File: src/rtl/uart_rx_controller.sv
// Receive-side controller: FWFT character FIFO with ready/valid host port,
// sticky overflow flag and optional line-idle timeout pulse.
// Optional timer built only when UART_RX_CTRL_TIMEOUT_EN is defined.
module uart_rx_controller #(
  parameter int DATA_BITS   = 8,
  parameter int DEPTH       = 4,
  parameter int IDLE_CYCLES = 640
) (
  input  logic                     clk,
  input  logic                     rst,
  input  logic [DATA_BITS-1:0]     char_i,
  input  logic                     char_valid_i,
  input  logic                     clear_i,
  output logic [DATA_BITS-1:0]     data_o,
  output logic                     valid_o,
  input  logic                     ready_i,
  output logic [$clog2(DEPTH):0]   count_o,
  output logic                     overflow_o,
  output logic                     timeout_o
);

  localparam int AW = $clog2(DEPTH);

  logic [DATA_BITS-1:0] mem [DEPTH];
  logic [AW:0]          wr_ptr;
  logic [AW:0]          rd_ptr;
  logic                 full;
  logic                 empty;
  logic                 push;
  logic                 pop;
  logic                 drop;

  // Extra pointer MSB distinguishes full from empty when the indices match.
  assign empty = (wr_ptr == rd_ptr);
  assign full  = (wr_ptr[AW] != rd_ptr[AW]) && (wr_ptr[AW-1:0] == rd_ptr[AW-1:0]);

  assign valid_o = !empty;
  assign pop     = valid_o && ready_i;
  // A full FIFO still accepts a character when the head leaves in the same cycle.
  assign push    = char_valid_i && (!full || pop);
  assign drop    = char_valid_i && full && !pop;

  assign count_o = wr_ptr - rd_ptr;
  assign data_o  = mem[rd_ptr[AW-1:0]];

  // Storage write; contents are deliberately not reset.
  always_ff @(posedge clk) begin
    if (!rst && !clear_i && push) begin
      mem[wr_ptr[AW-1:0]] <= char_i;
    end
  end

  // Pointers and sticky overflow; clear wins over push/pop and drop.
  always_ff @(posedge clk) begin
    if (rst || clear_i) begin
      wr_ptr     <= '0;
      rd_ptr     <= '0;
      overflow_o <= 1'b0;
    end else begin
      if (push) wr_ptr <= wr_ptr + 1'b1;
      if (pop)  rd_ptr <= rd_ptr + 1'b1;
      if (drop) overflow_o <= 1'b1;
    end
  end

`ifdef UART_RX_CTRL_TIMEOUT_EN
  typedef enum logic {
    T_IDLE,
    T_ARMED
  } tstate_t;

  localparam logic [15:0] LAST_CNT = 16'(IDLE_CYCLES - 1);
  localparam logic [AW:0] ONE_ENT  = (AW+1)'(1);

  tstate_t     tstate;
  logic [15:0] idle_cnt;

  // Idle timer: restarts on every push, fires once per idle period while data waits.
  always_ff @(posedge clk) begin
    if (rst || clear_i) begin
      tstate    <= T_IDLE;
      idle_cnt  <= '0;
      timeout_o <= 1'b0;
    end else begin
      timeout_o <= 1'b0;
      case (tstate)
        T_IDLE: begin
          if (push) begin
            tstate   <= T_ARMED;
            idle_cnt <= '0;
          end
        end
        T_ARMED: begin
          if (push) begin
            idle_cnt <= '0;
          end else if (pop && (count_o == ONE_ENT)) begin
            // Host drained everything: nothing left to report.
            tstate <= T_IDLE;
          end else if ((idle_cnt == LAST_CNT) && !empty) begin
            timeout_o <= 1'b1;
            tstate    <= T_IDLE;
          end else begin
            idle_cnt <= idle_cnt + 16'd1;
          end
        end
        default: tstate <= T_IDLE;
      endcase
    end
  end
`else
  // No timer in this build; IDLE_CYCLES folds away to a constant zero.
  assign timeout_o = 1'b0 & (IDLE_CYCLES == 0);
`endif

endmodule

File: config.mk
export PLATFORM = sky130hd
export DESIGN_NAME = uart_rx_controller
export DESIGN_NICKNAME = d
export VERILOG_FILES = /design/src/rtl/uart_rx_controller.sv
export SDC_FILE = /design/constraint.sdc
export NUM_CORES = 1
export LEC_CHECK = 0
export CORE_MARGIN = 2
export CORE_UTILIZATION = 50
export DETAILED_ROUTE_END_ITERATION = 10
export PLACE_DENSITY = 0.75
export SLEW_MARGIN = 20
export SYNTH_ARGS = -nofsm -noshare
export SYNTH_HDL_FRONTEND = slang
export SYNTH_SLANG_ARGS = --single-unit
File: constraint.sdc
create_clock -name clk -period 2 [get_ports clk]
set_input_delay 0.3 -clock clk [delete_from_list [all_inputs] [get_ports clk]]
set_output_delay 0.3 -clock clk [all_outputs]
set_load 0.02 [all_outputs]
---- Word-level counts from Yosys, hierarchy flattened ----
Memory sizes are Yosys's and may differ from the RTL's. A register that Yosys moved wholly into a read port is not among the register bits.
Index checks and enable logic that the tools add are counted.
word-level totals
  register bits after elaboration ......... 7
  bits in writable memories ............... 32
  output and inout bits ................... 14
  memories ................................ 1
operators by class
  add/subtract/negate cells ............... 3
  eq/ne operators ......................... 3
  mux-type cells .......................... 4
  reduce and logical (&&, ||, !) cells .... 14
memories
  memory  words  width  rd ports  clocked after Yosys merged registers in  write ports  line  source
  mem     4      8      1         1                                        1            24    logic [DATA_BITS-1:0] mem [DEPTH];
operators by type and width
  operator                                      count
  logical AND 1 bit                             7
  adder 3 x 1 -> 3 bit (second input constant)  2
  zero test 1 bit                               5
  2-to-1 mux 2 bit                              2
  == test 3 bit                                 1
  subtractor 3 bit                              1
  == test 2 bit                                 1
  logical OR 1 bit                              2
  2-to-1 mux 1 bit                              2
  inequality test 1 bit                         1

---- Longest topological paths before layout ----
Gate-level depths: netlist (run 1).
  depth in word-level cells ............... 8
  mapped depth ............................ 5
  gate-level depth less buffers ........... 5

---- Worst setup path after synthesis (run 1) ----
Ideal clock, no wire load.
  path type ............................... reg-to-reg
  from .................................... reg wr_ptr[0]
  to ...................................... mem mem[0][0] (enable)
  library setup time ...................... 0.332 ns
  arrival time ............................ 1.461 ns
  data required time ...................... 1.668 ns
  setup slack ............................. 0.208 ns
  stages on the path, launching flop included .. 6
  path buffers ............................ 0
  period minus slack after synthesis ...... 1.792 ns
  path through ............................ dfxtp_1 inv_1 ha_1 nand2_1 o31a_1 and3_1
between the ends
  cells in the longest elaborated chain, start to end .. 8
ends and longest elaborated chain
  element                                                      line    source
  start: declaration                                           25      logic [AW:0] wr_ptr;
  start signal: assignment                                     60      if (push) wr_ptr <= wr_ptr + 1'b1;
  == test 3 bit / == test 2 bit (equally long branches)        34, 35
  zero test 1 bit / logical AND 1 bit (equally long branches)  37, 35
  logical AND 1 bit / zero test 1 bit (equally long branches)  38, 40
  logical OR 1 bit                                             40      assign push = char_valid_i && (!full || pop);
  logical AND 1 bit                                            40
  logical AND 1 bit                                            48      if (!rst && !clear_i && push) begin
  2-to-1 mux 1 bit                                             48
  2-to-1 mux 1 bit (not written as such)                       49      mem[wr_ptr[AW-1:0]] <= char_i;
  end: declaration                                             24
Several ways; a longest one is shown, not always the timed one.

---- Final worst setup path (run 1) ----
  from .................................... reg wr_ptr[0]
  to ...................................... out count_o[1]
between the ends
  cells in the longest elaborated chain, start to end .. 1
ends and longest elaborated chain
  element           line  source
  subtractor 3 bit  43    assign count_o = wr_ptr - rd_ptr;
  end: declaration  17    output logic [$clog2(DEPTH):0] count_o,
No other way between the ends.

==> results.sh, run 1 <==
export IMPL_grt_pass1_vias=1054
export IMPL_grt_pass1_wl_um=5000
export IMPL_final_nets=161
export IMPL_p_per_area_mw_per_mm2=684
export IMPL_seq_area_frac_synth=0.660
export IMPL_path_clk_slew_ps=120
export IMPL_critPathArrivalTime_ps=1690
export IMPL_finClkSkew_ps=12.6
export IMPL_p_comb_frac=0.088
export IMPL_crit_fanout=2
export IMPL_wl_um=3020
export IMPL_async_reset_ff_frac=0
export IMPL_dpl_hpwl_um=2130
export IMPL_synth_flop_cell="edfxtp_1"
export IMPL_post_cts_buffers=0
export IMPL_core_area_sq_mm=0.00334
export IMPL_layout_setup_ws_ps=11.2
export IMPL_chipWidth_um=62.8
export IMPL_port_buffers=25
export IMPL_yosysTopAreaCellShare=0.556
export IMPL_drv_cap=0
export IMPL_dp_slack_ps=-34.6
export IMPL_holdWs_ps=492
export IMPL_cts_buffers=5
export IMPL_synthAdderAreaFrac=0.0622
export IMPL_synth_cell_type_count=30
export IMPL_r2r_start="rd_ptr[1]"
export IMPL_cp_startpoint="wr_ptr[0]"
export IMPL_viasPerCell=5.24
export IMPL_fin_crit_sh=0.994
export IMPL_vias=979
export IMPL_area_growth_pct=22.7
export IMPL_wl_met2_um=1550
export IMPL_syn_inst=103
export IMPL_cts_tree="yes"
export IMPL_drt_iter0_markers=22
export IMPL_cp_end_kind="primary output"
export IMPL_fin_cells=187
export IMPL_fin_util=0.636
export IMPL_crit_type="reg -> out"
export IMPL_crit_path_start_kind="flop"
export IMPL_ys_ff_latch=41
export IMPL_synth_cell_area_sq_mm=0.00173
export IMPL_m1WireLength_um=1280
export IMPL_synth_nets=124
export IMPL_required_ps=1700
export IMPL_gp_congestion=0.801
export IMPL_synth_area_leaders="edfxtp_1 56%, dfxtp_1 10%, mux4_2 10%, ha_1 5.1%, mux2i_1 2.9%"
export IMPL_p_sw_mw=0.329
export IMPL_synth_top_family_by_area="multiplexers"
export IMPL_num_antenna_cells=0
export IMPL_syn_avg_cell_area_sq_um=16.8
export IMPL_drc=0
export IMPL_synth_compound_area_share=0.0441
export IMPL_ir_drop_uv=454
export IMPL_dieArea_sq_mm=0.00394
export IMPL_clk_path_buf_depth=2
export IMPL_ioPinCount=27
export IMPL_floorplan_die_height_um=62.8
export IMPL_grt_max_degree=14
export IMPL_cts_sinks=41
export IMPL_yosysTopAreaCell="edfxtp_1"
export IMPL_post_route_min_period_ps=1990
export IMPL_synth_xor_area_share=0.0195
export IMPL_synthMuxAreaShare=0.133
export IMPL_holdBufCountCts=0
export IMPL_rows=21
export IMPL_clk_insertion_delay_late_ps=350
export IMPL_layout_drive_gt1_share=0.312
export IMPL_status="finished clean"
export IMPL_p_clk_frac=0.271
export IMPL_seq_area_sq_mm=0.00114
export IMPL_grt_setup_unrepaired="yes"
export IMPL_top_layer="met4"
export IMPL_min_from="overflow_o"
export IMPL_grt_overflow_total=0
export IMPL_dr_pass1_iters=4
export IMPL_setup_viol=0
export IMPL_met3_length_um=146
export IMPL_hold_viol=0
export IMPL_initial_core_util=0.518
export IMPL_fill_cells=260
export IMPL_dp_cells=179
export IMPL_leakage_nw=0.780
export IMPL_hp_class="reg -> reg"
export IMPL_track_usage=0.173
export IMPL_slew_violations=0
export IMPL_cts_root_buf="clkbuf_4"
export IMPL_multi_input_area_sq_um=553
export IMPL_power_frac_seq=0.641
export IMPL_cts_htree_levels=2
export IMPL_drtAntennaViolNets=0
export IMPL_antenna_found_initial=0
export IMPL_switching_share=0.227
export IMPL_yosys_area_share_simple=0.0543
export IMPL_wire_per_inst_um=16.1
export IMPL_yosys_warnings=0
export IMPL_max_freq_ghz=0.503
export IMPL_synth_edf_count=32
export IMPL_internal_power_mw=1.12
[synthesized netlist by cell type, types with 2 or more instances]
library cell	number
and3_1	4
dfxtp_1	9
edfxtp_1	32
ha_1	7
inv_1	6
mux2i_1	5
mux4_2	8
nand2_1	7
o2111ai_1	2
o21a_1	2
or3_1	2
[critical path, stage by stage (launching register included)]
cell	delay, ps
dfxtp_2	360
inv_1	60
ha_1	210
fa_2	520
inv_1	40
buf_2	150
[final cells by class]
class                      count  area share
inverter                       6      0.0106
tap                           46      0.0271
sequential                    41       0.539
multi-input combinational     52       0.261
timing repair buffer          34       0.137
clock buffer                   5      0.0177
clock inverter                 3     0.00825
[routing by layer]
layer  vias up  track usage
met4         0       0.0583
li1        471            -
met5         -            0
met3         5       0.0613
met2        26        0.289
met1       477        0.209
[power by group through the flow]
stage	clock network [mW]	logic, mW	registers, mW
6_report	0.394	0.128	0.930
3_5_place_dp	0	0.136	0.949
4_1_cts	0.407	0.130	0.930
2_1_floorplan	0	0.0590	0.948
5_1_grt	0.436	0.138	0.931
3_3_place_gp	0	0.133	0.948
[final timing paths]
path	end	slack [ps]	depth (start not counted)
setup / recovery	count_o[1]	10	5
setup reg to reg	mem[2][2]	260	5
hold reg to reg	overflow_o	490	1
hold / removal	overflow_o	490	1
[kinds of logic after synthesis]
group | Yosys count
flops | 41
buf+inv | 10
simple gates | 18
compound gates | 9
other cells | 1
xor+xnor | 3
mux | 13
fa+ha+maj | 8
[sequential cells by signal, indices dropped and copies added (netlist names), named ones only]
register    flops
rd_ptr          3
mem            32
overflow_o      1
wr_ptr          3
[per-stage QoR]
step / instance area (sq um) / power [mW] / setup TNS [ps]
detailed placement: 2100 / 1.09 / -34.6
global route: 2120 / 1.51 / -53.6
CTS: 2150 / 1.47 / -133
finish: 2120 / 1.45 / 0
floorplan: 1730 / 1.01 / 0
global placement: 2100 / 1.08 / -16.0
[what timing repair did]
action,in CTS,in global routing
gates resized for setup,27,15
endpoints found under the setup margin,12,40
hold endpoints to repair,0,0
[layout by cell type (no fill, tap or decap)]
cell type | netlist | final
buf_4 | 1 | 8
clkdlybuf4s15_2 | 0 | 2
xnor2_1 | 1 | 1
or3_1 | 2 | 2
clkinv_2 | 0 | 2
buf_2 | 1 | 2
xor2_1 | 1 | 1
nor4b_1 | 1 | 1
o31ai_1 | 1 | 1
o311ai_0 | 1 | 1
inv_1 | 6 | 6
nand2_1 | 7 | 7
mux4_2 | 8 | 8
dlygate4sd2_1 | 0 | 2
nor2_1 | 1 | 1
clkbuf_2 | 0 | 6
dfxtp_2 | 0 | 2
nand3_1 | 1 | 1
o21a_1 | 2 | 2
ha_1 | 7 | 7
o2111ai_1 | 2 | 2
conb_1 | 1 | 1
xnor2_2 | 1 | 1
clkdlybuf4s50_1 | 0 | 13
dfxtp_1 | 9 | 7
nor2b_1 | 1 | 1
o311a_1 | 1 | 1
or2_2 | 1 | 1
and3_2 | 0 | 4
a211o_1 | 1 | 1
edfxtp_1 | 32 | 32
clkbuf_4 | 0 | 5
mux2i_1 | 5 | 5
buf_12 | 0 | 1
o31a_1 | 1 | 1
clkinvlp_4 | 0 | 1
fa_2 | 0 | 1
Power figures use the tool's default switching activity.
==> inputs of run 2 (changes only) <==
--- a/config.mk
+++ b/config.mk
@@ -13,3 +13,4 @@
 export SYNTH_ARGS = -nofsm -noshare
 export SYNTH_HDL_FRONTEND = slang
 export SYNTH_SLANG_ARGS = --single-unit
+export TNS_END_PERCENT = 30
==> run 2 against run 1 <==
Wire length decreased by 1.6%. Critical path depth did not move. Largest power group unchanged. Largest cell class unchanged. Register-to-register slack barely moved. Highest routed layer unchanged. Critical path type unchanged.
==> results.sh, run 2 (synthesis gave the netlist of run 1 again) <==
export IMPL_status="finished clean"
export IMPL_grt_pass1_wl_um=5000
export IMPL_gp_congestion=0.801
export IMPL_chipWidth_um=62.8
export IMPL_required_ps=1700
export IMPL_crit_type="reg -> out"
export IMPL_critPathArrivalTime_ps=1690
export IMPL_grt_pass1_vias=1054
export IMPL_largest_reg_flops=32
export IMPL_vias=978
export IMPL_path_clk_slew_ps=130
export IMPL_p_per_area_mw_per_mm2=686
export IMPL_initial_core_util=0.518
export IMPL_drt_iter0_markers=28
export IMPL_viasPerCell=5.23
export IMPL_crit_chain="inv_1 -> ha_1 -> fa_1 -> xnor2_1 -> buf_2"
export IMPL_hp_class="reg -> reg"
export IMPL_port_buffers=25
export IMPL_critical_path_top_delay_family="adder cells"
export IMPL_grt_max_degree=14
export IMPL_setup_viol=0
export IMPL_cts_sinks=41
export IMPL_core_area_sq_mm=0.00334
export IMPL_final_cell_mix="32 x edfxtp_1, 13 x clkdlybuf4s50_1, 8 x mux4_2, 8 x buf_4"
export IMPL_post_route_min_period_ps=1990
export IMPL_wire_per_inst_um=15.9
export IMPL_layout_setup_ws_ps=11.0
export IMPL_crit_buf_inv=2
export IMPL_fin_cells=187
export IMPL_hold_viol=0
export IMPL_clk_insertion_delay_late_ps=350
export IMPL_layout_commonest_cell="edfxtp_1"
export IMPL_fin_util=0.635
export IMPL_max_freq_ghz=0.503
export IMPL_track_usage=0.173
export IMPL_wl_um=2970
export IMPL_holdWs_ps=490
export IMPL_drv_cap=0
export IMPL_drc=0
export IMPL_antenna_found_initial=0
export IMPL_clk_path_buf_depth=2
export IMPL_critical_path_max_stage_delay_ps=380
export IMPL_dr_pass1_iters=4
export IMPL_dieArea_sq_mm=0.00394
export IMPL_final_nets=161
export IMPL_ir_drop_uv=457
export IMPL_cts_root_buf="clkbuf_4"
export IMPL_slowest_stage="fa_1"
export IMPL_slew_violations=0
export IMPL_layout_drive_gt1_share=0.305
export IMPL_cts_htree_levels=2
export IMPL_rows=21
export IMPL_cts_tree="yes"
export IMPL_cp_end_kind="primary output"
export IMPL_fin_crit_sh=0.995
export IMPL_ioPinCount=27
export IMPL_crit_fanout=2
export IMPL_floorplan_die_height_um=62.8
export IMPL_drtAntennaViolNets=0
export IMPL_finClkSkew_ps=15.0
export IMPL_grt_overflow_total=0
export IMPL_area_growth_pct=22.6
export IMPL_num_antenna_cells=0
export IMPL_post_cts_buffers=0
export IMPL_cts_buffers=5
export IMPL_dpl_hpwl_um=2130
export IMPL_dp_cells=179
export IMPL_crit_path_start_kind="flop"
export IMPL_dp_slack_ps=-34.6
export IMPL_grt_setup_unrepaired="yes"
export IMPL_leakage_nw=0.781
## run 2: per-stage QoR
step	power, mW	instance area [sq um]	TNS (ps)
floorplan	1.01	1730	0
global placement	1.08	2100	-16.0
detailed placement	1.09	2100	-34.6
CTS	1.47	2150	-133
global route	1.50	2120	-27.7
finish	1.45	2120	0
## run 2: worst paths after layout
path,startpoint,end,slack [ps],cells past startpoint
worst min-delay path,overflow_o,overflow_o,490,1
worst max register to register,rd_ptr[1],mem[3][2],260,5
worst min register to register,overflow_o,overflow_o,490,1
worst max-delay path,wr_ptr[0],count_o[2],10,5
## run 2: repair_timing
item	4_1_cts	5_1_grt
setup endpoints to repair	12	40
gates resized for setup	27	14
hold buffers	0	0
## run 2: layout make-up
cell class,count,area (sq um)
multi-input combinational,52,551
clock inverter,3,17.5
clock buffer,5,37.5
sequential,41,1140
timing repair buffer,34,290
fill,259,1220
tap,46,57.6
inverter,6,22.5
## run 2: report_power, final
part,internal (mW),switching [mW],total [mW]
combinational,0.0633,0.0638,0.127
sequential,0.926,0.00348,0.930
clock,0.133,0.264,0.397
## run 2: layer usage
metal  vias to the layer above  global-route usage  part of all wire
met2                        22               0.289              0.50
met1                       480               0.209              0.44
li1                        471                   -                 -
met5                         -                   0                 0
met3                         5              0.0613             0.043
met4                         0              0.0583             0.014
==> inputs of run 3 (changes only) <==
--- a/config.mk
+++ b/config.mk
@@ -5,11 +5,12 @@
 export SDC_FILE = /design/constraint.sdc
 export NUM_CORES = 1
 export LEC_CHECK = 0
+export CORE_ASPECT_RATIO = 1.25
 export CORE_MARGIN = 2
 export CORE_UTILIZATION = 50
 export DETAILED_ROUTE_END_ITERATION = 10
 export PLACE_DENSITY = 0.75
-export SLEW_MARGIN = 20
+export SLEW_MARGIN = 5
 export SYNTH_ARGS = -nofsm -noshare
 export SYNTH_HDL_FRONTEND = slang
 export SYNTH_SLANG_ARGS = --single-unit
==> run 3 against run 2 <==
Critical endpoint is now data_o[4]. Total power is 7.3% higher. Wire length increased by 1.4%. Cell count fell by 4.3%. Sequential share of layout area fell by 1.2 points. Worst setup slack improved by 63 ps. Flip-flop and latch count unchanged. Largest cell class unchanged. Maximum frequency grew 3.3%. Clock skew is 13 ps lower.
==> results.sh, run 3 (synthesis gave the netlist of run 1 again) <==
export IMPL_dp_cells=171
export IMPL_required_ps=1700
export IMPL_ioPinCount=27
export IMPL_antenna_found_initial=0
export IMPL_path_clk_slew_ps=70
export IMPL_vias=995
export IMPL_wl_um=3010
export IMPL_drtAntennaViolNets=0
export IMPL_largest_reg_flops=32
export IMPL_critPathArrivalTime_ps=1630
export IMPL_final_nets=162
export IMPL_cts_tree="yes"
export IMPL_crit_fanout=8
export IMPL_crit_path_start_kind="flop"
export IMPL_layout_setup_ws_ps=73.6
export IMPL_cp_end_kind="primary output"
export IMPL_dr_pass1_iters=3
export IMPL_track_usage=0.174
export IMPL_placed_area_sq_mm=0.00209
export IMPL_grt_pass1_wl_um=5040
export IMPL_layout_commonest_cell="edfxtp_1"
export IMPL_clk_insertion_delay_late_ps=280
export IMPL_num_antenna_cells=0
export IMPL_cts_root_buf="clkbuf_8"
export IMPL_floorplan_die_height_um=69.8
export IMPL_drc=0
export IMPL_p_per_area_mw_per_mm2=721
export IMPL_dp_slack_ps=-69.6
export IMPL_rows=23
export IMPL_core_area_sq_mm=0.00325
export IMPL_grt_max_degree=13
export IMPL_layout_drive_gt1_share=0.232
export IMPL_fin_area_sq_mm=0.00216
export IMPL_viasPerCell=5.56
export IMPL_drt_iter0_markers=16
export IMPL_fin_tns_setup_ps=0
export IMPL_max_freq_ghz=0.519
export IMPL_cts_htree_levels=2
export IMPL_crit_type="reg -> out"
export IMPL_grt_pass1_vias=1081
export IMPL_setup_viol=0
export IMPL_area_growth_pct=25.2
export IMPL_dieArea_sq_mm=0.00395
export IMPL_drv_cap=0
export IMPL_post_route_min_period_ps=1930
export IMPL_final_cell_mix="32 x edfxtp_1, 13 x clkdlybuf4s50_1, 10 x buf_4"
export IMPL_grt_setup_unrepaired="no"
export IMPL_dpl_hpwl_um=2250
export IMPL_leakage_nw=0.819
export IMPL_cts_sinks=41
export IMPL_clk_path_buf_depth=2
export IMPL_grt_overflow_total=0
export IMPL_cts_buffers=5
export IMPL_hold_viol=0
export IMPL_fin_crit_sh=0.963
export IMPL_finClkSkew_ps=2.10
export IMPL_holdWs_ps=495
export IMPL_gp_congestion=0.720
export IMPL_fill_cells=236
export IMPL_fin_cells=179
export IMPL_ir_drop_uv=512
export IMPL_port_buffers=25
export IMPL_status="finished clean"
export IMPL_chipWidth_um=56.6
export IMPL_wire_per_inst_um=16.8
export IMPL_hp_class="reg -> reg"
export IMPL_slew_violations=0
export IMPL_initial_core_util=0.532
run 3: layout make-up:
cell class,instances,area [sq um],area share
tap,37,46.3,0.0214
timing repair buffer,35,322,0.149
clock inverter,2,10.0,0.00462
multi-input combinational,52,551,0.254
inverter,6,22.5,0.0104
clock buffer,6,72.6,0.0335
sequential,41,1140,0.527
run 3: repair_timing:
action,in CTS,in global routing
hold buffers,0,0
setup endpoints to repair,11,35
setup buffers,0,0
resized for setup,14,9
endpoints found under the hold margin,0,0
run 3: worst max-delay path, cell delays in order, from the launching register on:
cell,delay (ps)
dfxtp_1,360
buf_12,150
mux4_2,500
dlygate4sd2_1,340
run 3: worst paths after layout:
kind	slack, ps	to	start	cells after the start
max reg2reg	200	mem[1][7]	rd_ptr[1]	5
min reg2reg	490	overflow_o	overflow_o	1
max	70	data_o[4]	flop	3
min	490	overflow_o	overflow_o	1
run 3: per-stage QoR:
| step | utilization | power [mW] |
|---|---|---|
| CTS | 0.666 | 1.58 |
| global placement | 0.644 | 1.08 |
| detailed placement | 0.644 | 1.09 |
| finish | 0.666 | 1.56 |
| floorplan | - | 1.01 |
| global route | 0.666 | 1.64 |
run 3: power by group:
part	internal [mW]	switching, mW
logic	0.0657	0.0646
clock network	0.241	0.259
registers	0.926	0.00295
run 3: per-layer routing:
layer	global-route usage	wire length, um
met1	0.181	1070
met2	0.319	1750
met3	0.0541	136
met4	0.0661	53
met5	0	0
